File: src/rtl/ex_mem_reg_pkg.sv
// ---------------------------------------------------------------------------
// ex_mem_reg_pkg
// Shared widths and opcodes for the EX/MEM pipeline register, plus the
// per-edge action selector used by the register's next-state logic.
// Exports:
//   REG_DATA_WIDTH / REG_ADDR_WIDTH / ALUOP_WIDTH - core datapath widths
//   STALL_WIDTH / STALL_EX / STALL_MEM            - stall vector layout
//   EXE_NOP_OP                                    - ALU opcode of a bubble
//   stage_action_e, select_action()               - per-edge register action
// ---------------------------------------------------------------------------
package ex_mem_reg_pkg;

  localparam int REG_DATA_WIDTH = 32;
  localparam int REG_ADDR_WIDTH = 5;
  localparam int ALUOP_WIDTH    = 8;
  localparam int STALL_WIDTH    = 6;
  localparam int STALL_EX       = 3;
  localparam int STALL_MEM      = 4;
  localparam int HILO_TEMP_W    = 64;
  localparam int CNT_W          = 2;

  localparam logic [ALUOP_WIDTH-1:0] EXE_NOP_OP = 8'b0000_0000;

  typedef enum logic [1:0] {
    ACT_CAPTURE = 2'd0,
    ACT_BUBBLE  = 2'd1,
    ACT_HOLD    = 2'd2,
    ACT_FLUSH   = 2'd3
  } stage_action_e;

  // Flush beats every stall. An unstalled execute stage always captures,
  // which also covers the ex-running/mem-stalled combination the stall
  // controller never produces.
  function automatic stage_action_e select_action(input logic flush,
                                                  input logic ex_stall,
                                                  input logic mem_stall);
    stage_action_e act;
    if (flush) begin
      act = ACT_FLUSH;
    end else if (!ex_stall) begin
      act = ACT_CAPTURE;
    end else if (!mem_stall) begin
      act = ACT_BUBBLE;
    end else begin
      act = ACT_HOLD;
    end
    return act;
  endfunction

endpackage

File: src/rtl/ex_mem_reg_if.sv
// ---------------------------------------------------------------------------
// ex_mem_reg_if
// Bundle of everything crossing the EX/MEM boundary.
//   stall, flush          - pipeline control from the stall controller
//   ex_*                  - execute-stage results and memory operands
//   mem_*                 - the same fields, registered for the memory stage
//   hilo_temp_out/cnt_out - MADD/MSUB intermediate fed back to execute
// Modports: slave = the pipeline register, master = surrounding pipeline.
// ---------------------------------------------------------------------------
interface ex_mem_reg_if
  import ex_mem_reg_pkg::*;
#(
  parameter int DATA_W  = REG_DATA_WIDTH,
  parameter int ADDR_W  = REG_ADDR_WIDTH,
  parameter int ALUOP_W = ALUOP_WIDTH,
  parameter int STALL_W = STALL_WIDTH
);

  logic [STALL_W-1:0]     stall;
  logic                   flush;

  logic [ADDR_W-1:0]      ex_w_reg_addr;
  logic [DATA_W-1:0]      ex_w_reg_data;
  logic                   ex_w_reg_en;
  logic [DATA_W-1:0]      ex_hi;
  logic [DATA_W-1:0]      ex_lo;
  logic                   ex_hilo_wen;
  logic [ALUOP_W-1:0]     ex_aluop;
  logic [DATA_W-1:0]      ex_mem_addr;
  logic [DATA_W-1:0]      ex_store_data;
  logic [HILO_TEMP_W-1:0] ex_hilo_temp;
  logic [CNT_W-1:0]       ex_cnt;

  logic [ADDR_W-1:0]      mem_w_reg_addr;
  logic [DATA_W-1:0]      mem_w_reg_data;
  logic                   mem_w_reg_en;
  logic [DATA_W-1:0]      mem_hi;
  logic [DATA_W-1:0]      mem_lo;
  logic                   mem_hilo_wen;
  logic [ALUOP_W-1:0]     mem_aluop;
  logic [DATA_W-1:0]      mem_mem_addr;
  logic [DATA_W-1:0]      mem_store_data;
  logic [HILO_TEMP_W-1:0] hilo_temp_out;
  logic [CNT_W-1:0]       cnt_out;

  modport slave (
    input  stall, flush,
    input  ex_w_reg_addr, ex_w_reg_data, ex_w_reg_en, ex_hi, ex_lo, ex_hilo_wen,
    input  ex_aluop, ex_mem_addr, ex_store_data, ex_hilo_temp, ex_cnt,
    output mem_w_reg_addr, mem_w_reg_data, mem_w_reg_en, mem_hi, mem_lo, mem_hilo_wen,
    output mem_aluop, mem_mem_addr, mem_store_data, hilo_temp_out, cnt_out
  );

  modport master (
    output stall, flush,
    output ex_w_reg_addr, ex_w_reg_data, ex_w_reg_en, ex_hi, ex_lo, ex_hilo_wen,
    output ex_aluop, ex_mem_addr, ex_store_data, ex_hilo_temp, ex_cnt,
    input  mem_w_reg_addr, mem_w_reg_data, mem_w_reg_en, mem_hi, mem_lo, mem_hilo_wen,
    input  mem_aluop, mem_mem_addr, mem_store_data, hilo_temp_out, cnt_out
  );

endinterface

File: src/rtl/ex_mem_reg.sv
// ---------------------------------------------------------------------------
// ex_mem_reg
// EX/MEM pipeline register of the 5-stage MIPS core. Every output is a flop
// (one cycle from ex_* to mem_*). Per edge: flush clears everything; a
// bubble clears mem_* but advances the MADD/MSUB intermediate; an unstalled
// execute stage captures ex_* and clears the intermediate; otherwise hold.
// Ports:
//   clk   - core clock, rising edge
//   rst_n - asynchronous active-low reset, clears every output
//   bus   - ex_mem_reg_if.slave (stall, flush, ex_* in; mem_*, feedback out)
// ---------------------------------------------------------------------------
module ex_mem_reg
  import ex_mem_reg_pkg::*;
#(
  parameter int DATA_W  = REG_DATA_WIDTH,
  parameter int ADDR_W  = REG_ADDR_WIDTH,
  parameter int ALUOP_W = ALUOP_WIDTH,
  parameter int STALL_W = STALL_WIDTH,
  parameter int EX_IDX  = STALL_EX,
  parameter int MEM_IDX = STALL_MEM
) (
  input logic         clk,
  input logic         rst_n,
  ex_mem_reg_if.slave bus
);

  localparam logic [ADDR_W-1:0]      ZERO_ADDR = {ADDR_W{1'b0}};
  localparam logic [DATA_W-1:0]      ZERO_DATA = {DATA_W{1'b0}};
  localparam logic [HILO_TEMP_W-1:0] ZERO_TEMP = {HILO_TEMP_W{1'b0}};
  localparam logic [CNT_W-1:0]       ZERO_CNT  = {CNT_W{1'b0}};
  localparam logic [ALUOP_W-1:0]     NOP_OP    = ALUOP_W'(EXE_NOP_OP);

  stage_action_e act_s;

  logic [ADDR_W-1:0]      w_reg_addr_r,  w_reg_addr_s;
  logic [DATA_W-1:0]      w_reg_data_r,  w_reg_data_s;
  logic                   w_reg_en_r,    w_reg_en_s;
  logic [DATA_W-1:0]      hi_r,          hi_s;
  logic [DATA_W-1:0]      lo_r,          lo_s;
  logic                   hilo_wen_r,    hilo_wen_s;
  logic [ALUOP_W-1:0]     aluop_r,       aluop_s;
  logic [DATA_W-1:0]      mem_addr_r,    mem_addr_s;
  logic [DATA_W-1:0]      store_data_r,  store_data_s;
  logic [HILO_TEMP_W-1:0] hilo_temp_r,   hilo_temp_s;
  logic [CNT_W-1:0]       cnt_r,         cnt_s;

  assign act_s = select_action(bus.flush, bus.stall[EX_IDX], bus.stall[MEM_IDX]);

  // Next-state selection: start from hold, then apply the chosen action.
  always_comb begin
    w_reg_addr_s = w_reg_addr_r;
    w_reg_data_s = w_reg_data_r;
    w_reg_en_s   = w_reg_en_r;
    hi_s         = hi_r;
    lo_s         = lo_r;
    hilo_wen_s   = hilo_wen_r;
    aluop_s      = aluop_r;
    mem_addr_s   = mem_addr_r;
    store_data_s = store_data_r;
    hilo_temp_s  = hilo_temp_r;
    cnt_s        = cnt_r;
    case (act_s)
      ACT_FLUSH, ACT_BUBBLE: begin
        w_reg_addr_s = ZERO_ADDR;
        w_reg_data_s = ZERO_DATA;
        w_reg_en_s   = 1'b0;
        hi_s         = ZERO_DATA;
        lo_s         = ZERO_DATA;
        hilo_wen_s   = 1'b0;
        aluop_s      = NOP_OP;
        mem_addr_s   = ZERO_DATA;
        store_data_s = ZERO_DATA;
        // A bubble is how execute keeps a MADD/MSUB in flight: the
        // intermediate must advance even though mem sees a NOP.
        if (act_s == ACT_BUBBLE) begin
          hilo_temp_s = bus.ex_hilo_temp;
          cnt_s       = bus.ex_cnt;
        end else begin
          hilo_temp_s = ZERO_TEMP;
          cnt_s       = ZERO_CNT;
        end
      end
      ACT_CAPTURE: begin
        w_reg_addr_s = bus.ex_w_reg_addr;
        w_reg_data_s = bus.ex_w_reg_data;
        w_reg_en_s   = bus.ex_w_reg_en;
        hi_s         = bus.ex_hi;
        lo_s         = bus.ex_lo;
        hilo_wen_s   = bus.ex_hilo_wen;
        aluop_s      = bus.ex_aluop;
        mem_addr_s   = bus.ex_mem_addr;
        store_data_s = bus.ex_store_data;
        // Execute is moving on, so any finished multi-cycle op is retired.
        hilo_temp_s  = ZERO_TEMP;
        cnt_s        = ZERO_CNT;
      end
      ACT_HOLD: begin
        w_reg_addr_s = w_reg_addr_r;
      end
      default: begin
        w_reg_addr_s = w_reg_addr_r;
      end
    endcase
  end

  // State register with asynchronous clear.
  always_ff @(posedge clk or negedge rst_n) begin
    if (!rst_n) begin
      w_reg_addr_r <= ZERO_ADDR;
      w_reg_data_r <= ZERO_DATA;
      w_reg_en_r   <= 1'b0;
      hi_r         <= ZERO_DATA;
      lo_r         <= ZERO_DATA;
      hilo_wen_r   <= 1'b0;
      aluop_r      <= NOP_OP;
      mem_addr_r   <= ZERO_DATA;
      store_data_r <= ZERO_DATA;
      hilo_temp_r  <= ZERO_TEMP;
      cnt_r        <= ZERO_CNT;
    end else begin
      w_reg_addr_r <= w_reg_addr_s;
      w_reg_data_r <= w_reg_data_s;
      w_reg_en_r   <= w_reg_en_s;
      hi_r         <= hi_s;
      lo_r         <= lo_s;
      hilo_wen_r   <= hilo_wen_s;
      aluop_r      <= aluop_s;
      mem_addr_r   <= mem_addr_s;
      store_data_r <= store_data_s;
      hilo_temp_r  <= hilo_temp_s;
      cnt_r        <= cnt_s;
    end
  end

  assign bus.mem_w_reg_addr = w_reg_addr_r;
  assign bus.mem_w_reg_data = w_reg_data_r;
  assign bus.mem_w_reg_en   = w_reg_en_r;
  assign bus.mem_hi         = hi_r;
  assign bus.mem_lo         = lo_r;
  assign bus.mem_hilo_wen   = hilo_wen_r;
  assign bus.mem_aluop      = aluop_r;
  assign bus.mem_mem_addr   = mem_addr_r;
  assign bus.mem_store_data = store_data_r;
  assign bus.hilo_temp_out  = hilo_temp_r;
  assign bus.cnt_out        = cnt_r;

endmodule

File: src/flat_wrapper.sv
// flat-port wrapper written by rule: the top's interface ports become plain ports
module ex_mem_reg_flat import ex_mem_reg_pkg::*;
#(
  parameter int DATA_W  = REG_DATA_WIDTH,
  parameter int ADDR_W  = REG_ADDR_WIDTH,
  parameter int ALUOP_W = ALUOP_WIDTH,
  parameter int STALL_W = STALL_WIDTH,
  parameter int EX_IDX  = STALL_EX,
  parameter int MEM_IDX = STALL_MEM
)
  (clk, rst_n, bus_stall, bus_flush, bus_ex_w_reg_addr, bus_ex_w_reg_data, bus_ex_w_reg_en, bus_ex_hi, bus_ex_lo, bus_ex_hilo_wen, bus_ex_aluop, bus_ex_mem_addr, bus_ex_store_data, bus_ex_hilo_temp, bus_ex_cnt, bus_mem_w_reg_addr, bus_mem_w_reg_data, bus_mem_w_reg_en, bus_mem_hi, bus_mem_lo, bus_mem_hilo_wen, bus_mem_aluop, bus_mem_mem_addr, bus_mem_store_data, bus_hilo_temp_out, bus_cnt_out);
  ex_mem_reg_if #(.DATA_W(DATA_W), .ADDR_W(ADDR_W), .ALUOP_W(ALUOP_W), .STALL_W(STALL_W)) bus_i ();
  input logic clk;
  input logic rst_n;
  input wire logic [$bits(bus_i.stall)-1:0] bus_stall;
  input wire logic [$bits(bus_i.flush)-1:0] bus_flush;
  input wire logic [$bits(bus_i.ex_w_reg_addr)-1:0] bus_ex_w_reg_addr;
  input wire logic [$bits(bus_i.ex_w_reg_data)-1:0] bus_ex_w_reg_data;
  input wire logic [$bits(bus_i.ex_w_reg_en)-1:0] bus_ex_w_reg_en;
  input wire logic [$bits(bus_i.ex_hi)-1:0] bus_ex_hi;
  input wire logic [$bits(bus_i.ex_lo)-1:0] bus_ex_lo;
  input wire logic [$bits(bus_i.ex_hilo_wen)-1:0] bus_ex_hilo_wen;
  input wire logic [$bits(bus_i.ex_aluop)-1:0] bus_ex_aluop;
  input wire logic [$bits(bus_i.ex_mem_addr)-1:0] bus_ex_mem_addr;
  input wire logic [$bits(bus_i.ex_store_data)-1:0] bus_ex_store_data;
  input wire logic [$bits(bus_i.ex_hilo_temp)-1:0] bus_ex_hilo_temp;
  input wire logic [$bits(bus_i.ex_cnt)-1:0] bus_ex_cnt;
  output wire logic [$bits(bus_i.mem_w_reg_addr)-1:0] bus_mem_w_reg_addr;
  output wire logic [$bits(bus_i.mem_w_reg_data)-1:0] bus_mem_w_reg_data;
  output wire logic [$bits(bus_i.mem_w_reg_en)-1:0] bus_mem_w_reg_en;
  output wire logic [$bits(bus_i.mem_hi)-1:0] bus_mem_hi;
  output wire logic [$bits(bus_i.mem_lo)-1:0] bus_mem_lo;
  output wire logic [$bits(bus_i.mem_hilo_wen)-1:0] bus_mem_hilo_wen;
  output wire logic [$bits(bus_i.mem_aluop)-1:0] bus_mem_aluop;
  output wire logic [$bits(bus_i.mem_mem_addr)-1:0] bus_mem_mem_addr;
  output wire logic [$bits(bus_i.mem_store_data)-1:0] bus_mem_store_data;
  output wire logic [$bits(bus_i.hilo_temp_out)-1:0] bus_hilo_temp_out;
  output wire logic [$bits(bus_i.cnt_out)-1:0] bus_cnt_out;
  assign bus_i.stall = bus_stall;
  assign bus_i.flush = bus_flush;
  assign bus_i.ex_w_reg_addr = bus_ex_w_reg_addr;
  assign bus_i.ex_w_reg_data = bus_ex_w_reg_data;
  assign bus_i.ex_w_reg_en = bus_ex_w_reg_en;
  assign bus_i.ex_hi = bus_ex_hi;
  assign bus_i.ex_lo = bus_ex_lo;
  assign bus_i.ex_hilo_wen = bus_ex_hilo_wen;
  assign bus_i.ex_aluop = bus_ex_aluop;
  assign bus_i.ex_mem_addr = bus_ex_mem_addr;
  assign bus_i.ex_store_data = bus_ex_store_data;
  assign bus_i.ex_hilo_temp = bus_ex_hilo_temp;
  assign bus_i.ex_cnt = bus_ex_cnt;
  assign bus_mem_w_reg_addr = bus_i.mem_w_reg_addr;
  assign bus_mem_w_reg_data = bus_i.mem_w_reg_data;
  assign bus_mem_w_reg_en = bus_i.mem_w_reg_en;
  assign bus_mem_hi = bus_i.mem_hi;
  assign bus_mem_lo = bus_i.mem_lo;
  assign bus_mem_hilo_wen = bus_i.mem_hilo_wen;
  assign bus_mem_aluop = bus_i.mem_aluop;
  assign bus_mem_mem_addr = bus_i.mem_mem_addr;
  assign bus_mem_store_data = bus_i.mem_store_data;
  assign bus_hilo_temp_out = bus_i.hilo_temp_out;
  assign bus_cnt_out = bus_i.cnt_out;
  ex_mem_reg #(.DATA_W(DATA_W), .ADDR_W(ADDR_W), .ALUOP_W(ALUOP_W), .STALL_W(STALL_W), .EX_IDX(EX_IDX), .MEM_IDX(MEM_IDX)) u_core (.clk(clk), .rst_n(rst_n), .bus(bus_i));
endmodule
File: config.mk
export PLATFORM = sky130hd
export DESIGN_NAME = ex_mem_reg_flat
export DESIGN_NICKNAME = d
export VERILOG_FILES = /design/src/rtl/ex_mem_reg_pkg.sv /design/src/rtl/ex_mem_reg_if.sv /design/src/rtl/ex_mem_reg.sv /design/src/flat_wrapper.sv
export SDC_FILE = /design/constraint.sdc
export NUM_CORES = 1
export LEC_CHECK = 0
export ABC_AREA = 1
export BUFFER_PORTS_ARGS = -buffer_cell sky130_fd_sc_hd__buf_2
export CORE_AREA = 2 2 193 195
export DETAILED_ROUTE_END_ITERATION = 10
export DIE_AREA = 0 0 195 197
export GPL_ROUTABILITY_DRIVEN = 0
export SLEW_MARGIN = 10
export SYNTH_ARGS = -nofsm -noshare
export SYNTH_HDL_FRONTEND = slang
export SYNTH_SLANG_ARGS = --single-unit
File: constraint.sdc
create_clock -name clk -period 0.8 [get_ports clk]
set_input_delay 0.12 -clock clk [delete_from_list [all_inputs] [get_ports clk]]
set_output_delay 0.12 -clock clk [all_outputs]
set_load 0.01 [all_outputs]
==> results.md <==
- RSZ-0062 raised after global routing: yes
- Core area: about 36000 um2
- Final Hold Fails: 0
- Post-synthesis compound-gate area fraction: 0
- I/O Buffers: 486
- Layout Nets: 2210
- Synth area leaders: dfrtp_1, nand4_1, nand2_1
- DR vias: 12250
- Share of layout cells above drive strength 1: 0.387
- DP Wirelength: 26000 um
- CTS root buf: clkbuf_16
- Worst slew margin: 0.819
- Multiplexer area fraction after synthesis: 0
- Largest net degree at the start of global routing: 58
- Peak supply drop: 0.00156 V
- Top FF cell, synth: dfrtp_1
- Synth Area in Adders: 0
- CP max stage delay: 0.41 ns
- Wirelength per Cell: 17.5 um
- Final cycle utilization of the critical path: 1.54
- Die area: 38400 um2
- WP data required: around 0.68 ns
- Routed wire length: 42800 um
- Initial antenna violation count: 0
- Critical Path Sink Type: output port
- DRC: 0
- Most numerous cell in the Yosys netlist: nand2_1
- GR Util All Layers: 0.205
- Startpoint class of the critical path: flop
- Placed Cells incl. Taps: 2032
- Main combinational cell family by area after synthesis: simple AND/OR/NAND/NOR gates
- Power, Total: 31.2 mW
- Number of flops mapped to enable cells by yosys: 0
- I/O pins: 491
- First-pass GRT wire length: 64000 um
- Post-Syn Area: between 10000 and 15000 um2
- Avg Inst Size Synth: slightly above 9 um2
- H-tree Lvls: 1
- Fin worst setup slack: -0.429 ns
- Width of the die: 195 um
- Synth Warn #: 0
- Final setup fails: 259
- Hold Startpoint: bus_stall[4]
- CP top delay family: flip-flops
- Top cells by count, synth: nand2_1, nand4_1, dfrtp_1
- DR iter-0 viols: 718
- CP Max Fanout: 2
- Vias in the first global route: 11989
- Max cap viols: 0
- Status: finished with violations
- Hold WS: 0.0254 ns
- Leak: 10.4 nW
- Synth Area in Simple Gates: 0.345
- Xor-xnor portion of the synthesized cell area: 0
- Syn-to-layout area delta: 85.8%
- Num rows: 70
- CP Class: flop to output port
- CTS tree: yes
- Die H: 197 um
- Fmax: 0.814 GHz
- Post-route minimum period: 1.23 ns
- WP buf/inv: 1
- Slowest-stage cell, CP: dfrtp_1
- P per Cell Area: ~1700 nW/um2
- Synth top area share: 0.596
- Pre-CTS WS: -0.316 ns
- Worst Setup SP: u_core.bus.mem_hi[1]
- Dominant cell type by area after synthesis: dfrtp_1
- Final non-filler cell total: approximately 2400
- Vias per inst: 5.00
- Clk sink count: 241
- Pins Over Slew Limit: 0
- Worst skew pair latency: 0.53 ns
- Clock-pin slew on the worst setup and hold paths: 0.06 ns
- Post-DRT Antenna Nets: 0
- Critical path, cell by cell: buf_2
- Post-synth ARST share: 1.00
- Starting density of the core: 0.279
- Syn Inst Count: 1087
- Grt total ovfl: 0
- Hold WC Path Type: primary input to flop
- Yosys reg bits: roughly 240
- Clock Skew: 0 ns
- Worst EP arrival: 1.11 ns
- Sequential-to-total area share from yosys stat: 0.596
- CTS Buf Count: 27
- Slew @ Worst Pin: 0.271 ns
- FF-to-FF Start: u_core.bus.mem_hi[10]
- Net count after synthesis: 1337
- DR pass1 iterations: 6
- Synth unique cells: 10
- Clk buf depth: 3
- Failing checks: setup timing
-- cells by family after synthesis --
group	count (synthesis)
buf+inv	122
simple gates	724
flops	241
-- registers in the layout (all words and copies together) (netlist names) --
| signal | count |
|---|---|
| u_core.bus.mem_lo | 32 |
| u_core.bus.mem_hi | 32 |
| u_core.bus.mem_mem_addr | 32 |
| u_core.bus.hilo_temp_out | 64 |
| u_core.bus.mem_hilo_wen | 1 |
| u_core.bus.cnt_out | 2 |
| u_core.bus.mem_w_reg_data | 32 |
| u_core.bus.mem_aluop | 8 |
| u_core.bus.mem_w_reg_addr | 5 |
| u_core.bus.mem_store_data | 32 |
| u_core.bus.mem_w_reg_en | 1 |
-- final timing paths --
| check | slack, ns | to | cells after the start |
|---|---|---|---|
| max in group asynchronous | 0.26 | u_core.bus.mem_hi[17] | 4 |
| worst min-delay path | 0.03 | u_core.bus.mem_w_reg_data[20] | 4 |
| min in group asynchronous | 0.13 | u_core.bus.hilo_temp_out[20] | 3 |
| worst max register to register | -0.16 | u_core.bus.mem_hi[10] | 4 |
| worst min register to register | 0.52 | u_core.bus.mem_w_reg_data[2] | 2 |
| worst max-delay path | -0.43 | bus_mem_hi[1] | 1 |
-- metal layers --
metal,GRT usage,vias up,share of wire
li1,-,5553,-
met1,0.243,5860,0.38
met2,0.355,696,0.50
met3,0.0452,141,0.075
met4,0.0944,0,0.047
met5,0,-,0
-- power breakdown --
group          internal, mW  leakage, nW  switching, mW
clock network          7.30        0.439           5.19
logic                  2.99         6.69           2.65
registers              12.7         3.25          0.366
-- cell type report --
class,count,area [um2]
flip-flops and latches,241,6030
repair buffers,964,7810
clock buffers,37,763
inverters,2,15.0
multi-input cells,724,3490
diodes,1,2.50
well taps,468,586
clock inverters,11,113
fillers,3029,17500
-- placed cells by master, fill, tap and decap left out, drive strengths merged --
cell          netlist  layout
clkbuf             19      38
clkinv              0       7
diode               0       1
buf               101     718
dfrtp             241     241
dlygate4sd3         0     244
bufinv              0       2
dlymetal6s4s        0       1
inv                 2       4
nor2                1       1
nand2             416     416
nand4             307     307
-- metrics by stage --
stage | util | setup TNS (ns) | instance area (um2)
global placement | 0.382 | -53.43 | 13900
global route | 0.519 | -105.99 | 18800
finish | 0.519 | -94.69 | 18800
detailed placement | 0.382 | -54.39 | 13900
CTS | 0.497 | -122.78 | 18000
floorplan | - | -3.25 | 10200
-- worst register-to-register path, delay by kind of cell (launching register included) --
| kind | cells | cell delay, ns |
|---|---|---|
| flops | 1 | 0.40 |
| buf+inv | 2 | 0.27 |
| simple gates | 2 | 0.18 |
-- what timing repair did --
item / CTS / global route
hold buffers: 246 / 0
buffers inserted: 53 / 78
setup endpoints to repair: 241 / 372
hold endpoints to repair: 482 / 0
pin swaps: 0 / 36
resized for setup: 76 / 54
No activity file was read; power rests on OpenSTA's default activity.
